`src/rtl/sau_serdes.sv`:
```
// Parametrised full-duplex serial/parallel adapter with valid/ready handshakes on both
// parallel sides, a shared bit-rate strobe and an internal loopback path.
module sau_serdes #(
    parameter int WIDTH     = 8,
    parameter int LSB_FIRST = 1
) (
    input  logic             clk,
    input  logic             rst,
    input  logic             bit_en,
    input  logic             loopback,
    input  logic             clr_err,
    input  logic [WIDTH-1:0] tx_data,
    input  logic             tx_valid,
    output logic             tx_ready,
    output logic             sout,
    output logic             sout_sof,
    output logic             sout_act,
    input  logic             sin,
    input  logic             sin_sof,
    output logic [WIDTH-1:0] rx_data,
    output logic             rx_valid,
    input  logic             rx_ready,
    output logic             rx_ovf,
    output logic             rx_ferr
);

    localparam int CW = (WIDTH > 2) ? $clog2(WIDTH) : 1;
    localparam logic [CW-1:0] LAST = CW'(WIDTH - 1);

    typedef enum logic {
        IDLE,
        SHIFT
    } tx_state_t;

    tx_state_t        state, state_n;
    logic [WIDTH-1:0] tx_sr, tx_sr_n;
    logic [CW-1:0]    tx_cnt, tx_cnt_n;
    logic             tx_bit;
    logic             tx_last;
    logic             tx_hs;

    // The outgoing bit always sits at the end of the shift register facing the line.
    assign tx_bit   = (LSB_FIRST != 0) ? tx_sr[0] : tx_sr[WIDTH-1];
    assign tx_last  = (state == SHIFT) && bit_en && (tx_cnt == LAST);
    assign tx_ready = (state == IDLE) || tx_last;
    assign tx_hs    = tx_valid && tx_ready;

    always_ff @(posedge clk or posedge rst) begin
        if (rst) begin
            state  <= IDLE;
            tx_sr  <= '0;
            tx_cnt <= '0;
        end else begin
            state  <= state_n;
            tx_sr  <= tx_sr_n;
            tx_cnt <= tx_cnt_n;
        end
    end

    always_comb begin
        state_n  = state;
        tx_sr_n  = tx_sr;
        tx_cnt_n = tx_cnt;
        sout     = 1'b1;
        sout_sof = 1'b0;
        sout_act = 1'b0;

        if (state == SHIFT) begin
            sout     = tx_bit;
            sout_act = 1'b1;
            sout_sof = (tx_cnt == '0);
        end

        // A handshake on the last bit reloads directly, so words run back-to-back.
        if (tx_hs) begin
            state_n  = SHIFT;
            tx_sr_n  = tx_data;
            tx_cnt_n = '0;
        end else if ((state == SHIFT) && bit_en) begin
            if (tx_last) begin
                state_n = IDLE;
            end else begin
                tx_cnt_n = tx_cnt + 1'b1;
                tx_sr_n  = (LSB_FIRST != 0) ? (tx_sr >> 1) : (tx_sr << 1);
            end
        end
    end

    logic             rx_bit;
    logic             rx_sof;
    logic [CW-1:0]    rx_cnt, rx_cnt_n;
    logic [CW-1:0]    rx_pos;
    logic [CW-1:0]    rx_idx;
    logic [WIDTH-1:0] rx_sr, rx_word;
    logic             rx_done;
    logic             ferr_set;
    logic             ovf_set;

    assign rx_bit = loopback ? sout : sin;
    assign rx_sof = loopback ? sout_sof : sin_sof;
    assign rx_pos = rx_sof ? '0 : rx_cnt;
    assign rx_idx = (LSB_FIRST != 0) ? rx_pos : (LAST - rx_pos);

    // A start-of-word marker always realigns the receiver, discarding any partial word.
    always_comb begin
        rx_cnt_n = rx_cnt;
        rx_word  = rx_sr;
        rx_done  = 1'b0;
        ferr_set = 1'b0;
        if (bit_en) begin
            if (rx_sof) begin
                ferr_set = (rx_cnt != '0);
                rx_word  = '0;
            end
            rx_word[rx_idx] = rx_bit;
            if (rx_pos == LAST) begin
                rx_done  = 1'b1;
                rx_cnt_n = '0;
            end else begin
                rx_cnt_n = rx_pos + 1'b1;
            end
        end
    end

    assign ovf_set = rx_done && rx_valid && !rx_ready;

    always_ff @(posedge clk or posedge rst) begin
        if (rst) begin
            rx_cnt   <= '0;
            rx_sr    <= '0;
            rx_data  <= '0;
            rx_valid <= 1'b0;
            rx_ovf   <= 1'b0;
            rx_ferr  <= 1'b0;
        end else begin
            rx_cnt <= rx_cnt_n;
            rx_sr  <= rx_word;

            if (rx_done && (!rx_valid || rx_ready)) begin
                rx_data  <= rx_word;
                rx_valid <= 1'b1;
            end else if (rx_valid && rx_ready) begin
                rx_valid <= 1'b0;
            end

            // Set events take priority over a simultaneous clear.
            if (ovf_set) begin
                rx_ovf <= 1'b1;
            end else if (clr_err) begin
                rx_ovf <= 1'b0;
            end

            if (ferr_set) begin
                rx_ferr <= 1'b1;
            end else if (clr_err) begin
                rx_ferr <= 1'b0;
            end
        end
    end

endmodule

```
`config.mk`:
```
export PLATFORM = sky130hd
export DESIGN_NAME = sau_serdes
export DESIGN_NICKNAME = d
export VERILOG_FILES = /design/src/rtl/sau_serdes.sv
export SDC_FILE = /design/constraint.sdc
export NUM_CORES = 1
export LEC_CHECK = 0
export ABC_AREA = 1
export BUFFER_PORTS_ARGS = -buffer_cell sky130_fd_sc_hd__buf_2
export CAP_MARGIN = 20
export CORE_ASPECT_RATIO = 1.2
export CORE_MARGIN = 4
export CORE_UTILIZATION = 48
export CTS_CLUSTER_DIAMETER = 100
export DETAILED_ROUTE_END_ITERATION = 10
export PLACE_DENSITY = 0.73
export SLEW_MARGIN = 20
export SYNTH_ARGS = -nofsm -noshare
export SYNTH_HDL_FRONTEND = slang
export SYNTH_SLANG_ARGS = --single-unit
```
`constraint.sdc`:
```
create_clock -name clk -period 1.9 [get_ports clk]
set_input_delay 0.19 -clock clk [delete_from_list [all_inputs] [get_ports clk]]
set_output_delay 0.19 -clock clk [all_outputs]
set_load 0.05 [all_outputs]
```
# [Yosys cells after proc, flatten, opt, wreduce, memory -nomap -nowiden]
# Cells that the tools add are included.
[word_totals] reg_bits=34 out_inout_bits=15 elab_cells=69 input_bits=17
[classes] eq_ne=3 bitwise_logic=1 n_lt_le_gt_ge=2 n_mux=31 n_addsub=2 reduce_logical=21
[op_table] op="8-bit 2-to-1 mux" n=6
[op_table] op="1-bit 2-to-1 mux" n=18
[op_table] op="3-bit 2-to-1 mux" n=5
[op_table] op="2-bit nonzero test" n=5
[op_table] op="8-bit bitwise mux" n=1
[op_table] op="1-bit logical AND" n=8
[op_table] op="3-bit by 1-bit adder with 3-bit output (second input constant)" n=2
[op_table] op="3-bit equality test (second input constant)" n=2
[op_table] op="3-bit by 4-bit < comparator with 1-bit output (second input constant)" n=1
[op_table] op="2-bit AND reduction" n=2
[op_table] op="1-bit demux with 3-bit select" n=1
[op_table] op="3-bit by 1-bit greater-or-equal comparator with 1-bit output (second input constant)" n=1
[op_table] op="3-bit logical NOT" n=1
[op_table] op="3-bit nonzero test" n=1
[op_table] op="1-bit logical NOT" n=2
[op_table] op="1-bit logical OR" n=2
[op_table] op="2-bit by 1-bit != test with 1-bit output (second input constant)" n=1
[op_table] op="1-bit inverter" n=1

# [Longest topological paths before layout]
# Gate-level depths: netlist of the first run.
[logic_depth] ltp_word=10 mapped_depth=12 mapped_depth_nobuf=12

# [Least setup slack after synthesis of the first run]
# OpenSTA, ideal clock, no wires.
[synth_path] kind="reg2reg" from="reg state" to="reg rx_data[0]" t_arrival_ps=1969 stages_incl_launch_ff=11 setup_slack_ps=-134 required_time_ps=1834 setup_time_ps=66 synth_period_minus_slack_ps=2034 path_buffers=0 path_cell_list="dfrtp_1 -> nand4_2 -> nand2_4 -> nor2_1 -> ha_1 -> ha_1 -> nand2_1 -> nor2_4 -> inv_1 -> nand2_1 -> nand2_1"
[synth_via] elab_chain_len=9 elab_cells_between_ends=18 classes_between="order compare: 2; eq/ne: 1; mux: 13; reduce/logical: 2"
[synth_lines] item="from (decl)" line_no="35" text="tx_state_t state, state_n;"
[synth_lines] item="from (signal assigned)" line_no="54" text="state <= state_n;"
[synth_lines] item="1-bit 2-to-1 mux" line_no="68" text="if (state == SHIFT) begin"
[synth_lines] item="1-bit 2-to-1 mux" line_no="100" text="assign rx_sof = loopback ? sout_sof : sin_sof;"
[synth_lines] item="3-bit 2-to-1 mux" line_no="101" text="assign rx_pos = rx_sof ? '0 : rx_cnt;"
[synth_lines] item="3-bit by 4-bit < comparator with 1-bit output (implied by the code) / 3-bit by 1-bit greater-or-equal comparator with 1-bit output (equally long branches)" line_no="115" text="rx_word[rx_idx] = rx_bit;"
[synth_lines] item="1-bit logical AND (implied by the code)" line_no="115"
[synth_lines] item="1-bit 2-to-1 mux (implied by the code)" line_no="115"
[synth_lines] item="1-bit demux with 3-bit select" line_no="115"
[synth_lines] item="8-bit bitwise mux" line_no="115"
[synth_lines] item="8-bit 2-to-1 mux" line_no="110" text="if (bit_en) begin"
[synth_lines] item="to (signal assigned)" line_no="140" text="rx_data <= rx_word;"
[synth_lines] item="to (decl)" line_no="20" text="output logic [WIDTH-1:0] rx_data,"
# Several ways; a longest one is shown, not always the timed one. The select of a mux whose other input is x is not followed.
# A chain may end at the register's enable or synchronous reset.

# [Final worst setup path of the first run]
[layout_path] from="reg tx_cnt[1]" to="reg rx_data[6]"
[layout_via] elab_chain_len=10 elab_cells_between_ends=17 classes_between="order compare: 2; eq/ne: 1; mux: 11; reduce/logical: 3"
[layout_lines] item="from (decl)" line_no="37" text="logic [CW-1:0] tx_cnt, tx_cnt_n;"
[layout_lines] item="from (signal assigned)" line_no="56" text="tx_cnt <= tx_cnt_n;"
[layout_lines] item="3-bit logical NOT *" line_no="71" text="sout_sof = (tx_cnt == '0);"
[layout_lines] item="1-bit 2-to-1 mux *" line_no="68"
[layout_lines] item="1-bit 2-to-1 mux *" line_no="100"
[layout_lines] item="3-bit 2-to-1 mux" line_no="101"
[layout_lines] item="3-bit by 4-bit < comparator with 1-bit output (implied by the code) / 3-bit by 1-bit greater-or-equal comparator with 1-bit output (equally long branches)" line_no="115"
[layout_lines] item="1-bit logical AND (implied by the code)" line_no="115"
[layout_lines] item="1-bit 2-to-1 mux (implied by the code)" line_no="115"
[layout_lines] item="1-bit demux with 3-bit select" line_no="115"
[layout_lines] item="8-bit bitwise mux" line_no="115"
[layout_lines] item="8-bit 2-to-1 mux" line_no="110"
# Mark *: on every way between the ends. The rest lies on a longest branch, timed or not. The select of a mux whose other input is x is not followed.

==> results of run 1 <==
-- layer usage --
metal / routed length (µm) / part of all wire (%) / GRT usage [%]
met5: 0 / 0 / 0
met4: 82 / 2.3 / 9.592
met3: 170 / 4.8 / 3.284
met2: 1812 / 51 / 29.74
met1: 1478 / 42 / 18.62
-- final cells by class --
type,instances,area [µm²]
clock inverter,2,10.01
inverter,30,115.1
tap,52,65.06
sequential,34,852.1
clock buffer,5,68.82
multi-input combinational,132,815.8
timing repair buffer,45,262.8
fill,343,1444
-- state kept, by name (all words and copies together) (netlist names) --
signal and flops:
tx_cnt 3, rx_data 8, rx_cnt 3, rx_ovf 1, rx_valid 1, state 1, tx_sr 8, rx_ferr 1
rx_sr 8
-- where the power goes --
group          switching [mW]  total (mW)  internal [mW]  leakage [nW]
registers               0.135        1.09          0.952         0.449
logic                   0.906        1.38          0.477         0.664
clock network           0.254       0.499          0.245        0.0438
-- what timing repair did --
item,4_1_cts,5_1_grt
hold buffers,1,0
endpoints found under the hold margin,34,0
setup buffers,2,1
gates cloned,0,0
pin swaps,1,1
gates resized for setup,0,7
endpoints found under the setup margin,7,9
-- path summary, 6_finish.rpt --
kind / cells past startpoint / to / from
worst max-delay path: 12 / rx_data[6] / tx_cnt[1]
worst min-delay path: 2 / rx_ferr / clr_err
worst max register to register: 12 / rx_data[6] / tx_cnt[1]
worst min register to register: 2 / rx_data[2] / rx_data[2]
max in group asynchronous: 4 / state / rst
min in group asynchronous: 4 / rx_data[7] / rst
-- stage by stage --
step | util (%) | cell area (µm²) | std cells
CTS | 59.40 | 2158 | 299
detailed placement | 56.54 | 2054 | 289
finish | 60.26 | 2190 | 300
floorplan | - | 1797 | 200
global placement | 56.54 | 2054 | 289
global route | 60.26 | 2190 | 300
-- critical path: stages (launching register included) --
cell     delay (ns)
dfrtp_1        0.39
inv_2          0.09
ha_4           0.15
nand4_4        0.12
nand2_4        0.08
nor2_1         0.05
ha_1           0.20
ha_1           0.20
nand2_2        0.09
nor2_4         0.05
buf_4          0.16
nand2_1        0.07
nand2_1        0.05
-- cells by family after synthesis --
logic type               after synthesis  share of synthesized area, %
AND/OR/NAND/NOR                      101                         27.80
buffers and inverters                 34                         8.502
flip-flops                            34                         47.39
AO/OA/AOI/OAI                         26                         12.82
adder cells (fa/ha/maj)                5                         3.484
-- placed cells by master, fill, tap and decap left out, types with 2 or more instances in the layout --
cell	instances
ha_1	4
clkinv_2	2
buf_2	31
nor2_1	6
nor2_2	3
inv_2	8
dfrtp_1	33
o21ai_2	8
nor2_4	2
buf_4	13
nand4_1	4
nand3_1	14
inv_1	21
nand2_4	4
o221ai_2	6
clkbuf_8	5
o21ai_0	7
nand2_1	61
==> flow_summary_export.csv, run 1 <==
group,metric,value,unit
floorplan,io_pins,32,
yosys,synthTopCellsByCount,"62 x nand2_1, 34 x dfrtp_1, 24 x inv_1, 14 x nand3_1, 8 x o21ai_2",
drt,wirelength,3544,µm
cts,clock-sinks,34,
placed_design,routabilityCongestion,0.8686,
yosys,syn_area_per_cell,8.977,µm²
yosys,yosys-top-cells-area,"dfrtp_1 47%, nand2_1 13%, inv_1 5.0%, o221ai_2 5.0%, nand3_1 3.9%",
cells_and_area,drive_gt1_share,36.69,%
worst_setup_path,start_kind,"register",
placed_design,place_worst_setup_slack,-0.08895,ns
global_route,grt_antenna_before_repair,0,
global_route,gr-total-overflow,0,
power_and_ir_drop,total_power,2.969,mW
cts,htree_num_levels,2,
sta,finalWorstSetupSlack,0.09723,ns
sta,tns,0,ns
sta,slew_headroom,77.26,%
yosys,synth_top_cell_by_area,"dfrtp_1",
cts,clk-insertion-delay-late,0.29,ns
worst_setup_path,r2r_slack,0.1,ns
drt,drc,0,
flow_run,cap_violations,0,
outcome,status,"finished, final reports clean",
placed_design,io_buffers,31,
worst_setup_path,required,2.08,ns
floorplan,die_h,75.00,µm
worst_setup_path,worstPathArrival,1.98,ns
sta,fin_crit_sh,94.88,%
yosys,synth-async-reset-ratio,100.0,%
floorplan,fp-row-count,24,
cells_and_area,finish.net_count,270,
drt,num_vias,1451,
yosys,yosys_warnings,0,
worst_setup_path,path_class,"reg -> reg",
worst_setup_path,cp_max_fo,7,
cts,clock_path_buffers,2,
yosys,syn_inst,200,
global_route,grt_pass1_wl,6134,µm
power_and_ir_drop,leakage,1.157,nW
sta,period_needed,1.803,ns
drt,viasPerCell,4.837,
floorplan,dieWidth,63.83,µm
yosys,synth-edff-count,0,
sta,fin_skew,0.003491,ns
drt,drt-pass1-iter-count,4,
yosys,synth_flop_cell,"dfrtp_1",
global_route,grt_max_degree,19,
sta,fmax,0.5547,GHz
yosys,ys_ff_latch,34,
yosys,synthDistinctLibCells,28,
hold_path,hold_path_class,"in -> reg",
drt,drtIter0Drc,34,
cts,clockRootBuffer,"clkbuf_8",
sta,tightest_slew,0.3408,ns
placed_design,dpl.hpwl,2656,µm
power_and_ir_drop,vdd_ir_drop_max,611.4,µV
global_route,grt_pass1_vias,1480,
cts,cts_tree,"yes",
cells_and_area,area_growth,21.95,%
floorplan,initial_core_util,49.41,%
floorplan,die_area,4787,µm²
yosys,synth_top_area_share,47.39,%
drt,antenna_left,0,
power_and_ir_drop,power_density,1356,nW/µm²
sta,hold_ws,0.1022,ns
sta,hold_viol,0,
sta,setup_viol,0,
sta,drv_slew,0,
floorplan,core_area,3633,µm²
cts,path_clk_slew,0.07,ns
drt,post_drt_wl_per_cell,11.81,µm
yosys,seq_area_frac_synth,47.39,%
global_route,track_usage,16.64,%
worst_setup_path,critPathCaptureType,"register",
yosys,netlist_area,1795,µm²
yosys,synth_nets,222,
cells_and_area,antenna_cells,0,
yosys,yosysMostFrequentCell,"nand2_1",
cts,cts_inserted_buffers,5,
Note: power is estimated with default switching activity, not from simulation.
==> run 2, diff against run 1 <==
--- a/config.mk
+++ b/config.mk
@@ -10,10 +10,10 @@
 export CAP_MARGIN = 20
 export CORE_ASPECT_RATIO = 1.2
 export CORE_MARGIN = 4
-export CORE_UTILIZATION = 48
+export CORE_UTILIZATION = 50
 export CTS_CLUSTER_DIAMETER = 100
 export DETAILED_ROUTE_END_ITERATION = 10
-export PLACE_DENSITY = 0.73
+export PLACE_DENSITY = 0.75
 export SLEW_MARGIN = 20
 export SYNTH_ARGS = -nofsm -noshare
 export SYNTH_HDL_FRONTEND = slang
==> flow_summary_export.csv, run 2 (synthesized netlist as in run 1, its figures left out) <==
group,metric,value,unit
outcome,status,"finished, final reports clean",
power_and_ir_drop,clkPwrFrac,18.4,%
global_route,track_usage,16.72,%
sta,fin_crit_sh,94.08,%
worst_setup_path,critPathCaptureType,"primary output",
drt,drt-pass1-iter-count,4,
drt,viasPerCell,5.099,
worst_setup_path,required,1.71,ns
floorplan,io_pins,32,
drt,drtIter0Drc,41,
sta,fin_skew,0.003836,ns
cells_and_area,finish.net_count,266,
worst_setup_path,cp_max_fo,2,
power_and_ir_drop,p_sw,1.274,mW
worst_setup_path,path_cells,"ha_1 -> ha_1 -> a21oi_2 -> inv_1 -> buf_2",
sta,tightest_slew,0.4196,ns
worst_setup_path,slowest_delay,0.39,ns
cts,clockRootBuffer,"clkbuf_8",
floorplan,fp-row-count,23,
drt,antenna_left,0,
cells_and_area,area_growth,19.93,%
hold_path,hold_path_class,"in -> reg",
cells_and_area,final_common_cell,"nand2_1",
drt,wirelength,3350,µm
cells_and_area,antenna_cells,0,
sta,drv_slew,0,
cells_and_area,post-route-util,63.41,%
flow_run,cap_violations,0,
power_and_ir_drop,p_seq_share,36.5,%
sta,tns,0,ns
cells_and_area,drive_gt1_share,35.51,%
worst_setup_path,path_class,"reg -> out",
drt,drc,0,
floorplan,core_area,3396,µm²
sta,fmax,0.5594,GHz
cells_and_area,largestRegisters,"rx_data: 8 flops, rx_sr: 8 flops, tx_sr: 8 flops",
floorplan,die_h,73.65,µm
cells_and_area,final_cell_mix,"61 x nand2_1, 33 x dfrtp_1, 31 x buf_2",
placed_design,placed_cells,272,
floorplan,initial_core_util,52.87,%
placed_design,place_worst_setup_slack,-0.03015,ns
sta,setup_viol,0,
floorplan,die_area,4618,µm²
global_route,grt_max_degree,35,
power_and_ir_drop,internal_power,1.683,mW
cts,clk-insertion-delay-late,0.28,ns
cells_and_area,final_cells,282,
power_and_ir_drop,combPwrFrac,45.1,%
placed_design,routabilityCongestion,0.8379,
cells_and_area,fillerInstances,289,
cts,clock_path_buffers,2,
worst_setup_path,path_common_cell,"ha_1",
power_and_ir_drop,leakage,1.142,nW
power_and_ir_drop,power_density,1373,nW/µm²
cts,cts_tree,"yes",
sta,slew_headroom,72.03,%
worst_setup_path,start_kind,"register",
sta,period_needed,1.788,ns
global_route,grt_antenna_before_repair,0,
worst_setup_path,worst_path_max_delay_cell,"dfrtp_1",
cts,clock-sinks,34,
sta,finalWorstSetupSlack,0.1124,ns
power_and_ir_drop,vdd_ir_drop_max,742.6,µV
power_and_ir_drop,p_sw_share,43.09,%
drt,num_vias,1438,
sta,hold_viol,0,
cts,cts_inserted_buffers,5,
placed_design,dpl.hpwl,2540,µm
cts,htree_num_levels,2,
worst_setup_path,critical-path-top-delay-family,"adder cells",
placed_design,io_buffers,31,
power_and_ir_drop,total_power,2.957,mW
cts,path_clk_slew,0.07,ns
worst_setup_path,crit_buf_inv,2,
worst_setup_path,worstPathArrival,1.60,ns
drt,post_drt_wl_per_cell,11.88,µm
global_route,gr-total-overflow,0,
global_route,grt_pass1_vias,1411,
floorplan,dieWidth,62.71,µm
global_route,grt_pass1_wl,6037,µm
## run 2: cell count changes in the layout (fill, tap and decap cells not counted), sizes merged
cell / delta
clkbuf: +2
buf: -4
clkinv: -1
## run 2: metal layers
layer / part of all wire [%] / vias up / wire, µm / track usage [%]
met4: 1.5 / 0 / 50 / 7.108
met5: 0 / - / 0 / 0
met3: 5.4 / 5 / 181 / 4.587
met2: 51 / 29 / 1712 / 29.86
li1: - / 736 / - / -
met1: 42 / 668 / 1406 / 18.92
## run 2: what timing repair did
item | in CTS | in global routing
hold buffers | 1 | 0
resized for setup | 0 | 7
setup buffers | 1 | 0
endpoints found under the setup margin | 7 | 9
endpoints found under the hold margin | 34 | 0
pin swaps | 1 | 0
## run 2: power groups by stage
stage	logic [mW]	clock network (mW)	registers, mW
6_report	1.33	0.543	1.08
5_1_grt	1.48	0.595	1.11
4_1_cts	1.31	0.562	1.08
3_5_place_dp	1.30	0	1.09
3_3_place_gp	1.28	0	1.08
2_1_floorplan	0.834	0	1.26
## run 2: metrics by stage
stage | hold WS (ns) | instance area [µm²]
global route | 0.1029 | 2153
detailed placement | 0.3020 | 2021
global placement | 0.3012 | 2021
CTS | 0.09470 | 2130
finish | 0.1082 | 2153
floorplan | 0.2979 | 1797
## run 2: worst paths after layout
| kind | start | to | slack, ns | cells after the start |
|---|---|---|---|---|
| max | tx_cnt[0] | tx_ready | 0.11 | 5 |
| min | clr_err | rx_ferr | 0.11 | 2 |
| max reg2reg | tx_cnt[0] | rx_data[7] | 0.11 | 12 |
| min reg2reg | rx_sr[0] | rx_sr[0] | 0.47 | 2 |
| max in group asynchronous | rst | state | 1.05 | 4 |
| min in group asynchronous | rst | tx_sr[3] | 0.52 | 4 |
## run 2: layout make-up
cell class / count / area (µm²) / share of cell area (%)
clock buffer: 7 / 86.33 / 4.009
multi-input combinational: 132 / 815.8 / 37.88
inverter: 30 / 115.1 / 5.346
tap: 37 / 46.29 / 2.150
timing repair buffer: 41 / 232.7 / 10.81
clock inverter: 1 / 5.005 / 0.2324
sequential: 34 / 852.1 / 39.57
==> run 3, diff against run 2 <==
--- a/config.mk
+++ b/config.mk
@@ -7,12 +7,13 @@
 export LEC_CHECK = 0
 export ABC_AREA = 1
 export BUFFER_PORTS_ARGS = -buffer_cell sky130_fd_sc_hd__buf_2
-export CAP_MARGIN = 20
+export CAP_MARGIN = 40
 export CORE_ASPECT_RATIO = 1.2
 export CORE_MARGIN = 4
 export CORE_UTILIZATION = 50
 export CTS_CLUSTER_DIAMETER = 100
 export DETAILED_ROUTE_END_ITERATION = 10
+export GPL_TIMING_DRIVEN = 0
 export PLACE_DENSITY = 0.75
 export SLEW_MARGIN = 20
 export SYNTH_ARGS = -nofsm -noshare
==> flow_summary_export.csv, run 3 (synthesized netlist as in run 1, its figures left out) <==
group,metric,value,unit
outcome,status,"finished, final reports clean",
worst_setup_path,path_cells,"ha_1 -> ha_1 -> a21oi_2 -> inv_1 -> buf_2",
floorplan,die_h,73.65,µm
cts,htree_num_levels,2,
power_and_ir_drop,power_density,1421,nW/µm²
worst_setup_path,path_class,"reg -> out",
placed_design,placed_cells,267,
worst_setup_path,path_common_cell,"ha_1",
drt,wirelength,3330,µm
sta,drv_slew,0,
floorplan,core_area,3396,µm²
sta,slew_headroom,53.95,%
sta,fin_skew,0.009862,ns
cells_and_area,final_cells,279,
floorplan,die_area,4618,µm²
cts,clock-sinks,34,
sta,hold_viol,0,
worst_setup_path,start_kind,"register",
cts,clock_path_buffers,2,
drt,drt-pass1-iter-count,4,
cts,clockRootBuffer,"clkbuf_8",
global_route,grt_antenna_before_repair,0,
hold_path,hold_path_class,"in -> async",
global_route,grt_pass1_vias,1457,
cells_and_area,final_cell_mix,"61 x nand2_1, 33 x dfrtp_1, 32 x buf_2",
sta,period_needed,1.785,ns
cells_and_area,finish.net_count,264,
global_route,grt_max_degree,35,
worst_setup_path,required,1.71,ns
cells_and_area,largestRegisters,"rx_data: 8 flops, rx_sr: 8 flops, tx_sr: 8 flops",
floorplan,io_pins,32,
cells_and_area,final_common_cell,"nand2_1",
global_route,track_usage,16.94,%
cells_and_area,antenna_cells,0,
sta,setup_viol,0,
worst_setup_path,critPathCaptureType,"primary output",
cells_and_area,area_growth,21.25,%
worst_setup_path,crit_buf_inv,2,
cts,cts_inserted_buffers,5,
power_and_ir_drop,vdd_ir_drop_max,791.9,µV
cts,path_clk_slew,0.07,ns
global_route,gr-total-overflow,0,
cells_and_area,drive_gt1_share,36.36,%
cts,holdBufCountCts,0,
power_and_ir_drop,leakage,1.145,nW
drt,drtIter0Drc,39,
cells_and_area,post-route-util,64.11,%
cts,cts_tree,"yes",
drt,num_vias,1430,
drt,post_drt_wl_per_cell,11.94,µm
worst_setup_path,cp_max_fo,2,
cts,clk-insertion-delay-late,0.28,ns
drt,viasPerCell,5.125,
placed_design,dpl.hpwl,2433,µm
floorplan,initial_core_util,52.87,%
drt,drc,0,
power_and_ir_drop,total_power,3.094,mW
worst_setup_path,critical-path-top-delay-family,"adder cells",
sta,fmax,0.5603,GHz
worst_setup_path,slowest_delay,0.39,ns
drt,antenna_left,0,
placed_design,routabilityCongestion,0.7914,
worst_setup_path,worst_path_max_delay_cell,"dfrtp_1",
worst_setup_path,worstPathArrival,1.59,ns
floorplan,dieWidth,62.71,µm
floorplan,fp-row-count,23,
sta,tightest_slew,0.6897,ns
global_route,grt_pass1_wl,6189,µm
sta,fin_crit_sh,93.93,%
placed_design,io_buffers,30,
flow_run,cap_violations,0,
## run 3: cell count changes in the layout (fill, tap and decap cells not counted), sizes merged
cell	previous run	this run
buf	40	39
bufinv	0	1
clkbuf	7	6
clkinv	1	0
dlygate4sd3	1	0
## run 3: cell type report
class | count | area [µm²]
timing repair buffer | 35 | 187.7
tap | 37 | 46.29
fill | 297 | 1219
inverter | 30 | 115.1
buffer | 4 | 37.54
clock buffer | 6 | 82.58
clock inverter | 1 | 30.03
multi-input combinational | 132 | 825.8
sequential | 34 | 852.1
## run 3: worst paths after layout
kind                             from    endpoint  slack, ns  cells past startpoint
min in group clk           tx_data[7]    tx_sr[7]       0.11                      3
max reg2reg                 tx_cnt[1]  rx_data[7]       0.12                     12
min reg2reg                rx_data[7]  rx_data[7]       0.47                      2
max in group asynchronous         rst       state       1.40                      2
max                         tx_cnt[0]    tx_ready       0.12                      5
min                               rst    tx_sr[3]      0.007                      2
## run 3: per-layer routing
metal | vias up | share of wire [%] | GRT usage (%)
met5 | - | 0 | 0
met4 | 0 | 1.1 | 5.392
met3 | 7 | 6.5 | 6.116
met2 | 30 | 51 | 30.33
met1 | 664 | 41 | 18.90
li1 | 729 | - | -
## run 3: worst reg2reg max path, cell delays in order (launching register included)
cell and delay, ns:
dfrtp_1 0.40, inv_2 0.09, ha_4 0.14, nand4_4 0.10
nand2_4 0.09, nor2_1 0.05, ha_2 0.18, ha_1 0.18
nand2_2 0.10, nor2_4 0.05, buf_4 0.16, nand2_1 0.07
nand2_1 0.05
## run 3: where the power goes
part	internal [mW]	total [mW]	switching, mW
Combinational	0.454	1.35	0.894
Sequential	0.951	1.08	0.132
Clock	0.419	0.664	0.245
Total	1.82	3.09	1.27
## run 3: metrics by stage
| step | worst slack (ns) | setup TNS [ns] | instance area, µm² | hold slack [ns] |
|---|---|---|---|---|
| 2_1_floorplan | 0.01650 | 0 | 1797 | 0.2979 |
| 6_report | 0.1153 | 0 | 2177 | 0.007418 |
| 3_5_place_dp | -0.2327 | -1.672 | 1993 | 0.3518 |
| 3_3_place_gp | -0.2110 | -1.492 | 1993 | 0.4007 |
| 4_1_cts | 0.02023 | 0 | 2142 | 0.04678 |
| 5_1_grt | -0.01308 | -0.02386 | 2177 | 0.07040 |
## run 3: what timing repair did
| action | CTS | global route |
|---|---|---|
| cloned | 0 | 0 |
| setup endpoints to repair | 9 | 8 |
| buffers inserted | 3 | 2 |
| gates resized for setup | 4 | 5 |
| pin swaps | 3 | 1 |
| endpoints found under the hold margin | 0 | 0 |
